[config.mk]
export PLATFORM = sky130hd
export DESIGN_NAME = des_key_schedule
export DESIGN_NICKNAME = d
export VERILOG_FILES = /design/src/rtl/des_pkg.sv /design/src/rtl/des_pc2.sv /design/src/rtl/des_key_schedule.sv
export SDC_FILE = /design/constraint.sdc
export NUM_CORES = 1
export LEC_CHECK = 0
export CAP_MARGIN = 20
export CORE_MARGIN = 1
export CORE_UTILIZATION = 25
export DETAILED_ROUTE_END_ITERATION = 6
export PLACE_DENSITY_LB_ADDON = 0.25
export SKIP_CTS_REPAIR_TIMING = 1
export SLEW_MARGIN = 0
export SYNTH_ARGS = -nofsm -noshare
export SYNTH_HDL_FRONTEND = slang
export SYNTH_SLANG_ARGS = --single-unit
[constraint.sdc]
create_clock -name clk -period 3.1 [get_ports clk]
set_input_delay 0.31 -clock clk [delete_from_list [all_inputs] [get_ports clk]]
set_output_delay 0.31 -clock clk [all_outputs]
set_load 0.01 [all_outputs]
[src/rtl/des_pkg.sv]
// des_pkg: DES key-schedule widths, PC-2 table, shift schedule and half-rotation helpers.
package des_pkg;
  localparam int HALF_W = 28;
  localparam int CD_W = 56;
  localparam int SUBKEY_W = 48;
  typedef enum logic {IDLE, PRESENT} state_t;
  localparam logic [5:0] PC2 [SUBKEY_W] = '{
    6'd14, 6'd17, 6'd11, 6'd24, 6'd1,  6'd5,  6'd3,  6'd28, 6'd15, 6'd6,  6'd21, 6'd10,
    6'd23, 6'd19, 6'd12, 6'd4,  6'd26, 6'd8,  6'd16, 6'd7,  6'd27, 6'd20, 6'd13, 6'd2,
    6'd41, 6'd52, 6'd31, 6'd37, 6'd47, 6'd55, 6'd30, 6'd40, 6'd51, 6'd45, 6'd33, 6'd48,
    6'd44, 6'd49, 6'd39, 6'd56, 6'd34, 6'd53, 6'd46, 6'd42, 6'd50, 6'd36, 6'd29, 6'd32
  };
  localparam logic [1:0] SH [16] = '{
    2'd1, 2'd1, 2'd2, 2'd2, 2'd2, 2'd2, 2'd2, 2'd2,
    2'd1, 2'd2, 2'd2, 2'd2, 2'd2, 2'd2, 2'd2, 2'd1
  };
  // Bit 1 is the LSB here, so a FIPS left rotation moves bits toward index 1.
  function automatic logic [HALF_W:1] rotl(input logic [HALF_W:1] x, input logic [1:0] n);
    return n == 2'd2 ? {x[2:1], x[HALF_W:3]} : {x[1], x[HALF_W:2]};
  endfunction
  function automatic logic [HALF_W:1] rotr(input logic [HALF_W:1] x, input logic [1:0] n);
    return n == 2'd2 ? {x[HALF_W-2:1], x[HALF_W:HALF_W-1]} : {x[HALF_W-1:1], x[HALF_W]};
  endfunction
  function automatic logic [CD_W:1] rot_cd(input logic [CD_W:1] cd, input logic [1:0] n, input logic right);
    return right ? {rotr(cd[CD_W:HALF_W+1], n), rotr(cd[HALF_W:1], n)}
                 : {rotl(cd[CD_W:HALF_W+1], n), rotl(cd[HALF_W:1], n)};
  endfunction
endpackage

[src/rtl/des_pc2.sv]
// des_pc2: combinational DES PC-2 selection of 48 subkey bits from the 56-bit C/D register.
module des_pc2
  import des_pkg::*;
(
  input  logic [CD_W:1]     cd_i,
  output logic [SUBKEY_W:1] subkey_o
);
  for (genvar g = 0; g < SUBKEY_W; g++) begin : g_bit
    assign subkey_o[g+1] = cd_i[PC2[g]];
  end
endmodule

[src/rtl/des_key_schedule.sv]
// des_key_schedule: sequential DES round-key generator, one subkey per valid/ready handshake.
module des_key_schedule
  import des_pkg::*;
#(
  parameter int NUM_ROUNDS = 16
) (
  input  logic                clk,
  input  logic                rst,
  input  logic                start,
  input  logic                decrypt,
  input  logic [HALF_W:1]     c_in,
  input  logic [HALF_W:1]     d_in,
  output logic [SUBKEY_W:1]   subkey_out,
  output logic                subkey_valid,
  input  logic                subkey_ready,
  output logic [3:0]          round_num,
  output logic                busy,
  output logic                done
);
  localparam logic [3:0] LAST = 4'(NUM_ROUNDS - 1);
  state_t          state_q;
  logic [CD_W:1]   cd_q;
  logic [3:0]      round_q;
  logic            dir_q;
  logic            done_q;
  logic [CD_W:1]   cd_d;
  // Decrypt walks the schedule backwards, so it rotates right by the mirrored shift amount.
  assign cd_d = dir_q ? rot_cd(cd_q, SH[~round_q], 1'b1) : rot_cd(cd_q, SH[4'(round_q + 4'd1)], 1'b0);
  always_ff @(posedge clk) begin
    if (rst) begin
      state_q <= IDLE;
      cd_q    <= '0;
      round_q <= '0;
      dir_q   <= 1'b0;
      done_q  <= 1'b0;
    end else begin
      done_q <= 1'b0;
      if (state_q == IDLE) begin
        if (start) begin
          cd_q    <= decrypt ? {d_in, c_in} : rot_cd({d_in, c_in}, SH[0], 1'b0);
          round_q <= '0;
          dir_q   <= decrypt;
          state_q <= PRESENT;
        end
      end else if (subkey_ready) begin
        if (round_q == LAST) begin
          state_q <= IDLE;
          round_q <= '0;
          done_q  <= 1'b1;
        end else begin
          cd_q    <= cd_d;
          round_q <= round_q + 4'd1;
        end
      end
    end
  end
  des_pc2 u_pc2 (.cd_i(cd_q), .subkey_o(subkey_out));
  assign subkey_valid = state_q == PRESENT;
  assign busy         = state_q == PRESENT;
  assign round_num    = round_q;
  assign done         = done_q;
endmodule

==> results of run 1 <==
-- through the flow --
stage	instances	setup slack, ns	instance area (sq um)
after floorplan	978	0.5939	6466
after global placement	1323	0.4887	7695
after detailed placement	1323	0.4660	7695
after CTS	1338	0.4458	7969
after global routing	1338	0.3228	7969
final	1338	0.4552	7969
-- report_power, final --
group / switching, mW / total [mW] / internal, mW
Combinational: 0.416 / 0.802 / 0.385
Clock: 0.380 / 1.00 / 0.620
Sequential: 0.136 / 1.01 / 0.879
Total: 0.932 / 2.82 / 1.88
-- layout by cell type, fill, tap and decap left out, types with 15 or more instances in the layout --
| master | n |
|---|---|
| nand2_1 | 233 |
| clkdlybuf4s50_1 | 113 |
| o22ai_1 | 56 |
| o21ai_0 | 56 |
| nor2_1 | 62 |
| buf_4 | 15 |
| a211o_1 | 57 |
| mux2i_1 | 112 |
| dfxtp_1 | 63 |
| a21oi_1 | 118 |
| inv_1 | 58 |
-- area by class of cell --
type                       instances  area (sq um)
tap                              330         412.9
inverter                          59         221.5
clock buffer                      14         244.0
fill                            2749         17290
sequential                        63          1261
clock inverter                     1         30.03
timing repair buffer             142          1509
multi-input combinational        729          4290
-- cell families after synthesis --
logic type | count (synthesis)
AOI/OAI and AO/OA | 296
adders and majority gates | 6
DFF | 63
buffers and inverters | 186
and+or+nand+nor | 315
muxes | 112
-- how the worst max path moves through the flow --
stage / to / start / slack, ns / depth (start not counted)
2_1_floorplan: cd_q[12] / round_num[0] / 0.59 / 10
3_3_place_gp: cd_q[21] / round_num[0] / 0.49 / 11
3_5_place_dp: cd_q[11] / round_num[1] / 0.47 / 9
4_1_cts: cd_q[8] / round_num[1] / 0.45 / 9
5_1_grt: cd_q[10] / round_num[1] / 0.32 / 9
6_report: cd_q[11] / round_num[1] / 0.46 / 9
-- registers in the layout, indices dropped and copies added (netlist names) --
| name | count |
|---|---|
| cd_q | 56 |
| round_num | 4 |
| busy | 1 |
| dir_q | 1 |
| done | 1 |
-- worst register-to-register path, delay by kind of cell (launching register included) --
family	cells	cell delay [ns]
flops	1	0.49
buf+inv	2	0.46
mux	1	0.12
fa+ha+maj	1	0.22
simple gates	2	0.51
compound gates	3	0.73
-- metal layers --
metal  up-vias  GRT usage (%)
li1       3385              -
met1      3193          22.01
met2       186          29.36
met3        11          3.107
met4         0          3.483
met5         -              0
==> results.json, run 1 <==
{
  "status": "finished clean",
  "layout.nets": 1071,
  "final_util_pct": 31.55,
  "synth_fa_ha_area_share_pct": 1.161,
  "routed_wl_mm": 22.53,
  "post-route-min-period_ns": 2.645,
  "final-max-slew-violation-count": 0,
  "first_pass_iters": 7,
  "cap_violations": 0,
  "fp.dieH_um": 162.8,
  "clk_latency_ns": 0.34,
  "yosys-top-cells-count": "233 x nand2_1, 118 x a21oi_1, 112 x mux2i_1",
  "synthCells": 978,
  "crit_fanout": 22,
  "row_count": 58,
  "p_leak_nw": 3.442,
  "required_ns": 3.33,
  "die_area_sq_mm": 0.02651,
  "cts_tree": "yes",
  "wl_met2_mm": 10.89,
  "routedWlPerCell_um": 16.84,
  "report.final.hold_viol_count": 0,
  "worstRegToRegCells": 9,
  "cts_sinks": 63,
  "crit_top_cell": "buf_12",
  "vias": 6775,
  "ys_seq_area_share_pct": 19.50,
  "hold_end": "dir_q",
  "htreeDepth": 3,
  "ys_seq_elements": 63,
  "yosysUniqueCellTypes": 37,
  "path_delay_family": "compound AO/OA/AOI/OAI gates",
  "rsz0062_at_grt": "no",
  "antenna_left": 0,
  "final.setup.tns_ns": 0,
  "worst_r2r_endpoint": "cd_q[11]",
  "ios": 116,
  "min_period_over_period_pct": 85.32,
  "netlist_area_sq_mm": 0.006466,
  "clockBufferDepth": 2,
  "core_sq_mm": 0.02525,
  "yosysMostFrequentCell": "nand2_1",
  "power_mw": 2.816,
  "hp-start": "dir_q",
  "clk_pin_slew_ns": 0.06,
  "max_freq_mhz": 378.1,
  "dp_hpwl_mm": 14.53,
  "synth_top_area_share_pct": 19.50,
  "crit_arrival_ns": 2.87,
  "die_w_um": 162.8,
  "whs_ns": 0.4913,
  "p_per_area_mw_per_mm2": 353.4,
  "route.detailed.drc": 0,
  "synthXorXnorAreaFrac_pct": 0,
  "drive_gt1_share_pct": 4.861,
  "grt_pass1_vias": 6604,
  "grt_pass1_wl_mm": 36.22,
  "syn-num-nets": 1045,
  "synth_compound_area_share_pct": 27.83,
  "path_class": "reg -> reg",
  "crit_path_end_kind": "flip-flop",
  "vias_per_cell": 5.064,
  "peakVddDrop_v": 0.0002547,
  "synth_top_family_by_area": "compound AO/OA/AOI/OAI gates",
  "yosysTopAreaCell": "dfxtp_1",
  "critical_path.max_stage_delay_ns": 0.49,
  "path_buf_inv": 2,
  "initial_utilization_pct": 25.60,
  "synth.area.mux_share_pct": 17.34,
  "ys.flop_type": "dfxtp_1",
  "clock_skew_ns": 0.004682,
  "critPathLaunchType": "flip-flop",
  "maxSlewHeadroom_pct": 56.86,
  "path_cells": "ha_1 > or3b_1 > nand2_1 > a21oi_1 > a311oi_4 > buf_12 > buf_12 > mux2i_1 > a211o_1",
  "setup_viol": 0,
  "netlist_top_cells_area": "dfxtp_1 20%, mux2i_1 17%, nand2_1 14%",
  "port_buffers": 115,
  "met3_length_mm": 1.041,
  "wl_met1_mm": 10.41,
  "place_congestion": 0.8147,
  "timing.hold.worst_path_depth": 2,
  "numCtsBuffers": 9,
  "r2r_slack_ns": 0.46,
  "slowest_stage": "dfxtp_1",
  "tightest_slew_ns": 0.6449,
  "syn_to_final_growth_pct": 23.24,
  "grt_max_degree": 60,
  "clock-root-buffer": "clkbuf_16",
  "grt_use_total_pct": 17.06,
  "grt_remaining_overflow": 0,
  "synth_edf_count": 0,
  "synth_simple_gate_area_share_pct": 19.10,
  "hold_class": "reg -> reg",
  "drt-initial-drc-count": 493,
  "async_reset_ff_share_pct": 0,
  "yosys_warnings": 0,
  "top_layer_used": "met4",
  "antenna_found_initial": 0,
  "diodes": 0,
  "reg2reg_from": "round_num[1]",
  "synth_area_per_cell_sq_um": 6.612
}
Power figures use the tool's default switching activity.
==> inputs of run 2 (changes only) <==
--- a/config.mk
+++ b/config.mk
@@ -5,9 +5,10 @@
 export SDC_FILE = /design/constraint.sdc
 export NUM_CORES = 1
 export LEC_CHECK = 0
-export CAP_MARGIN = 20
+export CAP_MARGIN = 30
 export CORE_MARGIN = 1
 export CORE_UTILIZATION = 25
+export CTS_BUF_LIST = sky130_fd_sc_hd__clkbuf_16
 export DETAILED_ROUTE_END_ITERATION = 6
 export PLACE_DENSITY_LB_ADDON = 0.25
 export SKIP_CTS_REPAIR_TIMING = 1
==> run 2 against run 1 <==
Compared with the run above:
- non-clock buffer count is the same
- die area is the same
- clock-buffer cell count shrank 5
- utilization is the same
- power shrank 0.55%
- first-iteration DRC count is the same
- wire length is essentially flat
- clock skew shrank 0.00062 ns
- combinational power is essentially flat
- highest routed layer unchanged
- flip-flop and latch count is the same
- largest cell class unchanged
- maximum frequency is essentially flat
- final cell count is the same
==> results.json, run 2 (synthesis gave the netlist of run 1 again) <==
{
  "status": "finished clean",
  "hold_class": "reg -> reg",
  "die_w_um": 162.8,
  "drt-initial-drc-count": 493,
  "antenna_found_initial": 0,
  "grt_remaining_overflow": 0,
  "grt_pass1_wl_mm": 36.22,
  "crit_arrival_ns": 2.87,
  "rsz0062_at_grt": "no",
  "grt_max_degree": 60,
  "worstRegToRegCells": 9,
  "max_freq_mhz": 378.4,
  "n_fill_cell": 2749,
  "final-max-slew-violation-count": 0,
  "largest_reg_flops": 56,
  "antenna_left": 0,
  "final_cell_mix": "233 x nand2_1, 118 x a21oi_1, 113 x clkdlybuf4s50_1",
  "grt_pass1_vias": 6604,
  "cap_violations": 0,
  "drive_gt1_share_pct": 4.861,
  "whs_ns": 0.4913,
  "peakVddDrop_v": 0.0002543,
  "crit_path_end_kind": "flip-flop",
  "grt_use_total_pct": 17.06,
  "timing.hold.worst_path_depth": 2,
  "fp.dieH_um": 162.8,
  "critPathLaunchType": "flip-flop",
  "maxSlewHeadroom_pct": 56.83,
  "dp_hpwl_mm": 14.53,
  "worst_r2r_endpoint": "cd_q[13]",
  "required_ns": 3.33,
  "core_sq_mm": 0.02525,
  "tightest_slew_ns": 0.6455,
  "initial_utilization_pct": 25.60,
  "vias_per_cell": 5.061,
  "clock_skew_ns": 0.004066,
  "row_count": 58,
  "ios": 116,
  "reg2reg_from": "round_num[1]",
  "top_register": "cd_q",
  "placed_area_sq_mm": 0.007695,
  "r2r_slack_ns": 0.46,
  "place_congestion": 0.8147,
  "diodes": 0,
  "routed_wl_mm": 22.54,
  "syn_to_final_growth_pct": 23.24,
  "multi_input_area_sq_mm": 0.004290,
  "die_area_sq_mm": 0.02651,
  "path_class": "reg -> reg",
  "min_period_over_period_pct": 85.25,
  "p_leak_nw": 3.463,
  "hp-start": "dir_q",
  "report.final.hold_viol_count": 0,
  "clk_latency_ns": 0.34,
  "p_per_area_mw_per_mm2": 351.4,
  "final.setup.tns_ns": 0,
  "clk_pin_slew_ns": 0.06,
  "cts_sinks": 63,
  "htreeDepth": 3,
  "layout.nets": 1071,
  "route.detailed.drc": 0,
  "seqCellArea_sq_mm": 0.001261,
  "post-route-min-period_ns": 2.643,
  "routedWlPerCell_um": 16.85,
  "hold_end": "dir_q",
  "final_area_sq_mm": 0.007969,
  "clock-root-buffer": "clkbuf_16",
  "port_buffers": 115,
  "first_pass_iters": 5,
  "cts_tree": "yes",
  "vias": 6772,
  "crit_fanout": 22,
  "setup_viol": 0,
  "final_common_cell": "nand2_1",
  "numCtsBuffers": 9,
  "clockBufferDepth": 2
}
[run 2: cell count changes in the layout (fill, tap and decap cells not counted)]
cell | before | now
clkbuf_1 | 5 | 0
inv_1 | 58 | 63
[run 2: worst max path at each step]
stage	from	endpoint	slack, ns
after CTS	round_num[1]	cd_q[10]	0.45
after floorplan	round_num[0]	cd_q[12]	0.59
after global routing	round_num[1]	cd_q[10]	0.32
after detailed placement	round_num[1]	cd_q[11]	0.47
final	round_num[1]	cd_q[13]	0.46
after global placement	round_num[0]	cd_q[21]	0.49
[run 2: stage by stage]
stage / power [mW] / util, % / worst slack, ns / instances
after detailed placement: 1.832 / 30.47 / 0.4660 / 1323
after CTS: 2.837 / 31.55 / 0.4459 / 1338
after global placement: 1.829 / 30.47 / 0.4887 / 1323
after floorplan: 1.503 / - / 0.5939 / 978
final: 2.801 / 31.55 / 0.4573 / 1338
after global routing: 2.962 / 31.55 / 0.3231 / 1338
[run 2: final cells by class]
cell class                 instances  area share, %
clock buffer                       9          2.826
clock inverter                     6         0.6123
inverter                          59          2.779
multi-input combinational        729          53.84
sequential                        63          15.83
tap                              330          5.181
timing repair buffer             142          18.94
[run 2: worst max-delay path, cell delays in order, from the launching register on]
cell,delay (ns)
dfxtp_1,0.49
ha_1,0.22
or3b_1,0.41
nand2_1,0.10
a21oi_1,0.10
a311oi_4,0.34
buf_12,0.23
buf_12,0.22
mux2i_1,0.10
a211o_1,0.29
[run 2: report_power, final]
group          total (mW)  switching [mW]  internal [mW]
registers            1.01           0.136          0.879
clock network       0.985           0.381          0.604
logic               0.801           0.416          0.385
[run 2: layer usage]
metal / up-vias / routed length (um) / global-route usage, %
met2: 172 / 10890 / 29.36
met4: 0 / 185 / 3.483
met3: 13 / 1090 / 3.107
met5: - / 0 / 0
li1: 3386 / - / -
met1: 3201 / 10380 / 22.01
==> variant 1: new RTL, flow settings as in run 1 <==
Add an input register stage for `subkey_ready`, without a reset; this delays it by one clock. The other inputs are not delayed to match.
--- a/src/rtl/des_key_schedule.sv
+++ b/src/rtl/des_key_schedule.sv
@@ -18,6 +18,13 @@
   output logic                done
 );
   localparam logic [3:0] LAST = 4'(NUM_ROUNDS - 1);
+
+  logic subkey_ready_q;
+
+  always_ff @(posedge clk) begin
+    subkey_ready_q <= subkey_ready;
+  end
+
   state_t          state_q;
   logic [CD_W:1]   cd_q;
   logic [3:0]      round_q;
@@ -42,7 +49,7 @@
           dir_q   <= decrypt;
           state_q <= PRESENT;
         end
-      end else if (subkey_ready) begin
+      end else if (subkey_ready_q) begin
         if (round_q == LAST) begin
           state_q <= IDLE;
           round_q <= '0;
Function: changed (a bounded check fails within 4 cycles, from zero or initial values and one cycle with rst high).
==> variant 1 against run 1 <==
- design area is 0.68% lower
- worst setup slack worse by 240 ps
- non-clock buffer count shrank 11
- clock power grew 25%
- combinational power is 2.6% lower
- total power increased by 8.9%
- utilization shrank 0.30 points
- synthesized area rose by 0.31%
- sequential cell count up 1
- routed wire length fell by 1.2%
- via count increased by 0.56%
==> variant 1: results (changes against run 1) <==
* Via count at 6813 (+0.56%)
* Critical Path Fanout Max at 56 (+150%)
* H-tree depth at 3 (unchanged)
* Mux cell area share after synthesis at 0.173 (-0.000535)
* Reg with most FFs: cd_q
* ANT cells at 0 (unchanged)
* First DRT Iteration DRCs at 437 (-11%)
* Sum Neg Setup Slack at 0 ps (unchanged)
* Final #Nets at 1061 (-0.93%)
* Routed met2 length at 10300 um (-5.2%)
* Worst Hold Class: in2reg
* Total track usage at 0.167 (-0.00320)
* CP Capture Point: cd_q[31]
* Fill cells at 2747 (-0.073%)
* Vias in the first global route at 6422 (-2.8%)
* Power Clock at 1.25 mW (+25%)
* R2R cell count at 9 (unchanged)
* Worst slew pin tran at 1040 ps (+392 ps)
* Final GP Congestion at 0.796 (-2.4%)
* First-pass GRT wire length at 35400 um (-2.2%)
* Mapped Nets at 1046 (+0.096%)
* CP startpoint: round_num[0]
* Met3 Wirelength at 1010 um (-2.8%)
* Largest cells by area after synthesis: dfxtp_1, mux2i_1, nand2_1
* P_comb at 0.781 mW (-2.6%)
* Seq/Total Area, Yosys at 0.198 (+0.00248)
* Layout cells sized above 1 at 0.0450 (-0.00357)
* Synthesized-area fraction occupied by adder cells at 0.0116 (-0.0000358)
* Crit path DAT at 3110 ps (+240 ps)
* Initial antenna violation count at 0 (unchanged)
* Drt pass-1 iters at 5 (-2)
* Commonest cells in the netlist: nand2_1, a21oi_1, mux2i_1
* Routed met1 length at 10500 um (+0.89%)
* Drt wl/cell at 16.8 um (-0.50%)
* Worst Clk Skew at 8.23 ps (+3.55 ps)
* Pleak at 3.42 nW (-0.67%)
* Largest net degree at the start of global routing at 113 (+88%)
* Worst VDD drop at 163 uV (-36%)
* R2R Setup Slk at 220 ps (-240 ps)
* Switching pwr at 0.977 mW (+4.9%)
* Clk pwr share at 0.408 (+0.053)
* Synth Area in Compound Gates at 0.277 (-0.000859)
* Outcome: completed
* Post-DP HPWL at 13600 um (-6.6%)
## variant 1: critical path, delay by kind of cell (launching register included)
| family | cells | cell delay [ps] |
|---|---|---|
| buffers and inverters | 2 | 550 |
| DFF | 1 | 480 |
| and+or+nand+nor | 2 | 530 |
| AOI/OAI and AO/OA | 3 | 750 |
| adders and majority gates | 1 | 250 |
| muxes | 1 | 140 |
## variant 1: metal layers
metal	up-vias	GRT usage
met5	-	0
met3	22	0.0231
met1	3245	0.224
met4	0	0.0578
li1	3364	-
met2	182	0.273
## variant 1: final cells by class
class	instances	area, um^2	area share
sequential	64	1280	0.162
inverter	59	221	0.0280
clock inverter	5	103	0.0130
multi-input combinational	729	4290	0.542
clock buffer	11	253	0.0319
timing repair buffer	131	1350	0.171
tap	330	413	0.0522
## variant 1: per-stage QoR
step / setup slack (ps) / cells / area [um^2] / hold WS [ps]
3_5_place_dp: 203 / 1313 / 7560 / 472
6_report: 219 / 1329 / 7920 / 422
2_1_floorplan: 594 / 979 / 6490 / 338
3_3_place_gp: 266 / 1313 / 7560 / 464
4_1_cts: 199 / 1329 / 7910 / 411
5_1_grt: 30.6 / 1329 / 7920 / 427
## variant 1: cell families after synthesis
| logic type | after synthesis |
|---|---|
| and+or+nand+nor | 315 |
| adders and majority gates | 6 |
| buffers and inverters | 186 |
| muxes | 112 |
| AOI/OAI and AO/OA | 296 |
| DFF | 64 |
## variant 1: worst min-delay path by stage
| stage | start | end | slack [ps] | cells past startpoint |
|---|---|---|---|---|
| finish | subkey_ready | subkey_ready_q | 420 | 1 |
| global route | subkey_ready | subkey_ready_q | 430 | 1 |
| CTS | subkey_ready | subkey_ready_q | 410 | 1 |
| detailed placement | dir_q | dir_q | 470 | 2 |
| global placement | dir_q | dir_q | 460 | 2 |
| floorplan | subkey_ready | subkey_ready_q | 340 | 0 |
==> variant 2: new RTL, flow settings as in run 1 <==
Made on the original files. The parameter `NUM_ROUNDS` goes from 16 to 8.
--- a/src/rtl/des_key_schedule.sv
+++ b/src/rtl/des_key_schedule.sv
@@ -2,7 +2,7 @@
 module des_key_schedule
   import des_pkg::*;
 #(
-  parameter int NUM_ROUNDS = 16
+  parameter int NUM_ROUNDS = 8
 ) (
   input  logic                clk,
   input  logic                rst,
Formal check against the unedited RTL: not equivalent (Yosys sat finds a counterexample within 10 cycles, from zero or initial values and one cycle with rst high).
==> variant 2 against run 1 <==
- clock skew about the same
- total power decreased by 3.0%
- design area decreased by 11%
- via count decreased by 19%
- non-clock buffer count decreased by 15
- synthesized area decreased by 11%
- routed wire length decreased by 20%
- worst setup slack improved by 7.7 ps
- first-iteration DRC count decreased by 27%
- sequential cell count unchanged
==> variant 2: results (changes against run 1) <==
* Outcome: completed
* Post-DP HPWL at 11400 um (-22%)
* Met1 GRT Util at 0.194 (-0.0264)
* Final GP Congestion at 0.736 (-9.7%)
* First DRT Iteration DRCs at 362 (-27%)
* Worst Hold Endpoint: dir_q
* Largest cells by area after synthesis: dfxtp_1, mux2i_1, o22a_1
* Grt met2 use at 0.251 (-0.0423)
* Layout cells sized above 1 at 0.0440 (-0.00457)
* Vias in the first global route at 5225 (-21%)
* Seq/Total Area, Yosys at 0.218 (+0.0232)
* Met3 Use GR at 0.0316 (+0.000500)
* Crit path DAT at 2840 ps (-30 ps)
* Reg2reg end: cd_q[38]
* Final #Nets at 834 (-22%)
* Vias/cell at 5.16 (+1.8%)
* First-pass GRT wire length at 28700 um (-21%)
* Initial antenna violation count at 1 (+1)
* Reg2reg start: round_num[0]
* Routed met2 length at 8420 um (-23%)
* Critical Path Fanout Max at 35 (+59%)
* Met3 Wirelength at 797 um (-23%)
* Net Sw Frac at 0.324 (-0.00687)
* Mapped Nets at 811 (-22%)
* Post-placement cell area at 6800 um^2 (-12%)
* Power Clock at 0.971 mW
* Worst Clk Skew at 4.78 ps (+0.0932 ps)
* Drt pass-1 iters at 5 (-2)
* Primary FF master, synth: dfxtp_1
* Worst VDD drop at 207 uV (-19%)
* IO buf count at 115 (unchanged)
* P_int at 1.85 mW (-2.0%)
* Max incr delay on CP at 540 ps (+50 ps)
* Number of synthesized flops with an enable pin at 0 (unchanged)
* Drt wl/cell at 17.0 um (+0.69%)
* Crit-path leading delay family: simple AND/OR/NAND/NOR gates
* Fill cells at 2403 (-13%)
* Worst slew pin tran at 1080 ps (+435 ps)
* Commonest cells in the netlist: mux2i_1, a21oi_1, dfxtp_1
* Setup violations, final at 0 (unchanged)
* Total track usage at 0.151 (-0.0198)
* Fin Hold WS at 522 ps (+30.2 ps)
* H-tree depth at 3 (unchanged)
* Largest net degree at the start of global routing at 115 (+92%)
* Async SR Flop Fraction at 0 (unchanged)
* Post-synth cell types at 34 (-8.1%)
* Routed met1 length at 8440 um (-19%)
* Root Buffer: clkbuf_16
* Critical path's slowest cell: or4b_1
* Pleak at 2.18 nW (-37%)
-- variant 2: changes by cell type after synthesis, sizes merged, moves of 52 or more --
cell / before / now
nand2: 233 / 58
nor3: 3 / 62
a211o: 57 / 0
inv: 59 / 3
nand3: 2 / 58
o21ai: 56 / 0
o22a: 0 / 56
o22ai: 56 / 0
a21oi: 118 / 63
o211ai: 1 / 56
nand2b: 2 / 56
nor2: 63 / 11
-- variant 2: worst max path at each step --
stage	start	endpoint	slack [ps]	cells past startpoint
floorplan	round_num[0]	cd_q[41]	720	9
global placement	round_num[0]	cd_q[24]	490	9
detailed placement	round_num[0]	cd_q[23]	470	9
CTS	round_num[0]	cd_q[38]	460	9
global route	round_num[0]	cd_q[30]	220	9
finish	round_num[0]	cd_q[38]	460	9
-- variant 2: tightest hold or removal path: stages, from the launching register on --
cell and delay, ps:
dfxtp_1 340, mux2i_1 70, nor2_1 80
-- variant 2: through the flow --
step	worst slack, ps	instances
finish	463	1058
global route	220	1057
CTS	464	1057
detailed placement	474	1041
global placement	491	1041
floorplan	716	744
-- variant 2: area by class of cell --
type,count,area (um^2),share of cell area
Antenna cell,1,2.50,0.000354
Timing Repair Buffer,127,1310,0.185
Inverter,3,11.3,0.00159
Tap cell,285,357,0.0504
Sequential cell,63,1260,0.179
Multi-Input combinational cell,563,3850,0.545
Clock buffer,13,260,0.0368
Clock inverter,3,17.5,0.00248
-- variant 2: cell families after synthesis --
kind of cell | count (synthesis) | share of synthesized area
adders and majority gates | 6 | 0.0130
DFF | 63 | 0.218
AOI/OAI and AO/OA | 180 | 0.219
and+or+nand+nor | 264 | 0.234
muxes | 113 | 0.196
buffers and inverters | 118 | 0.120
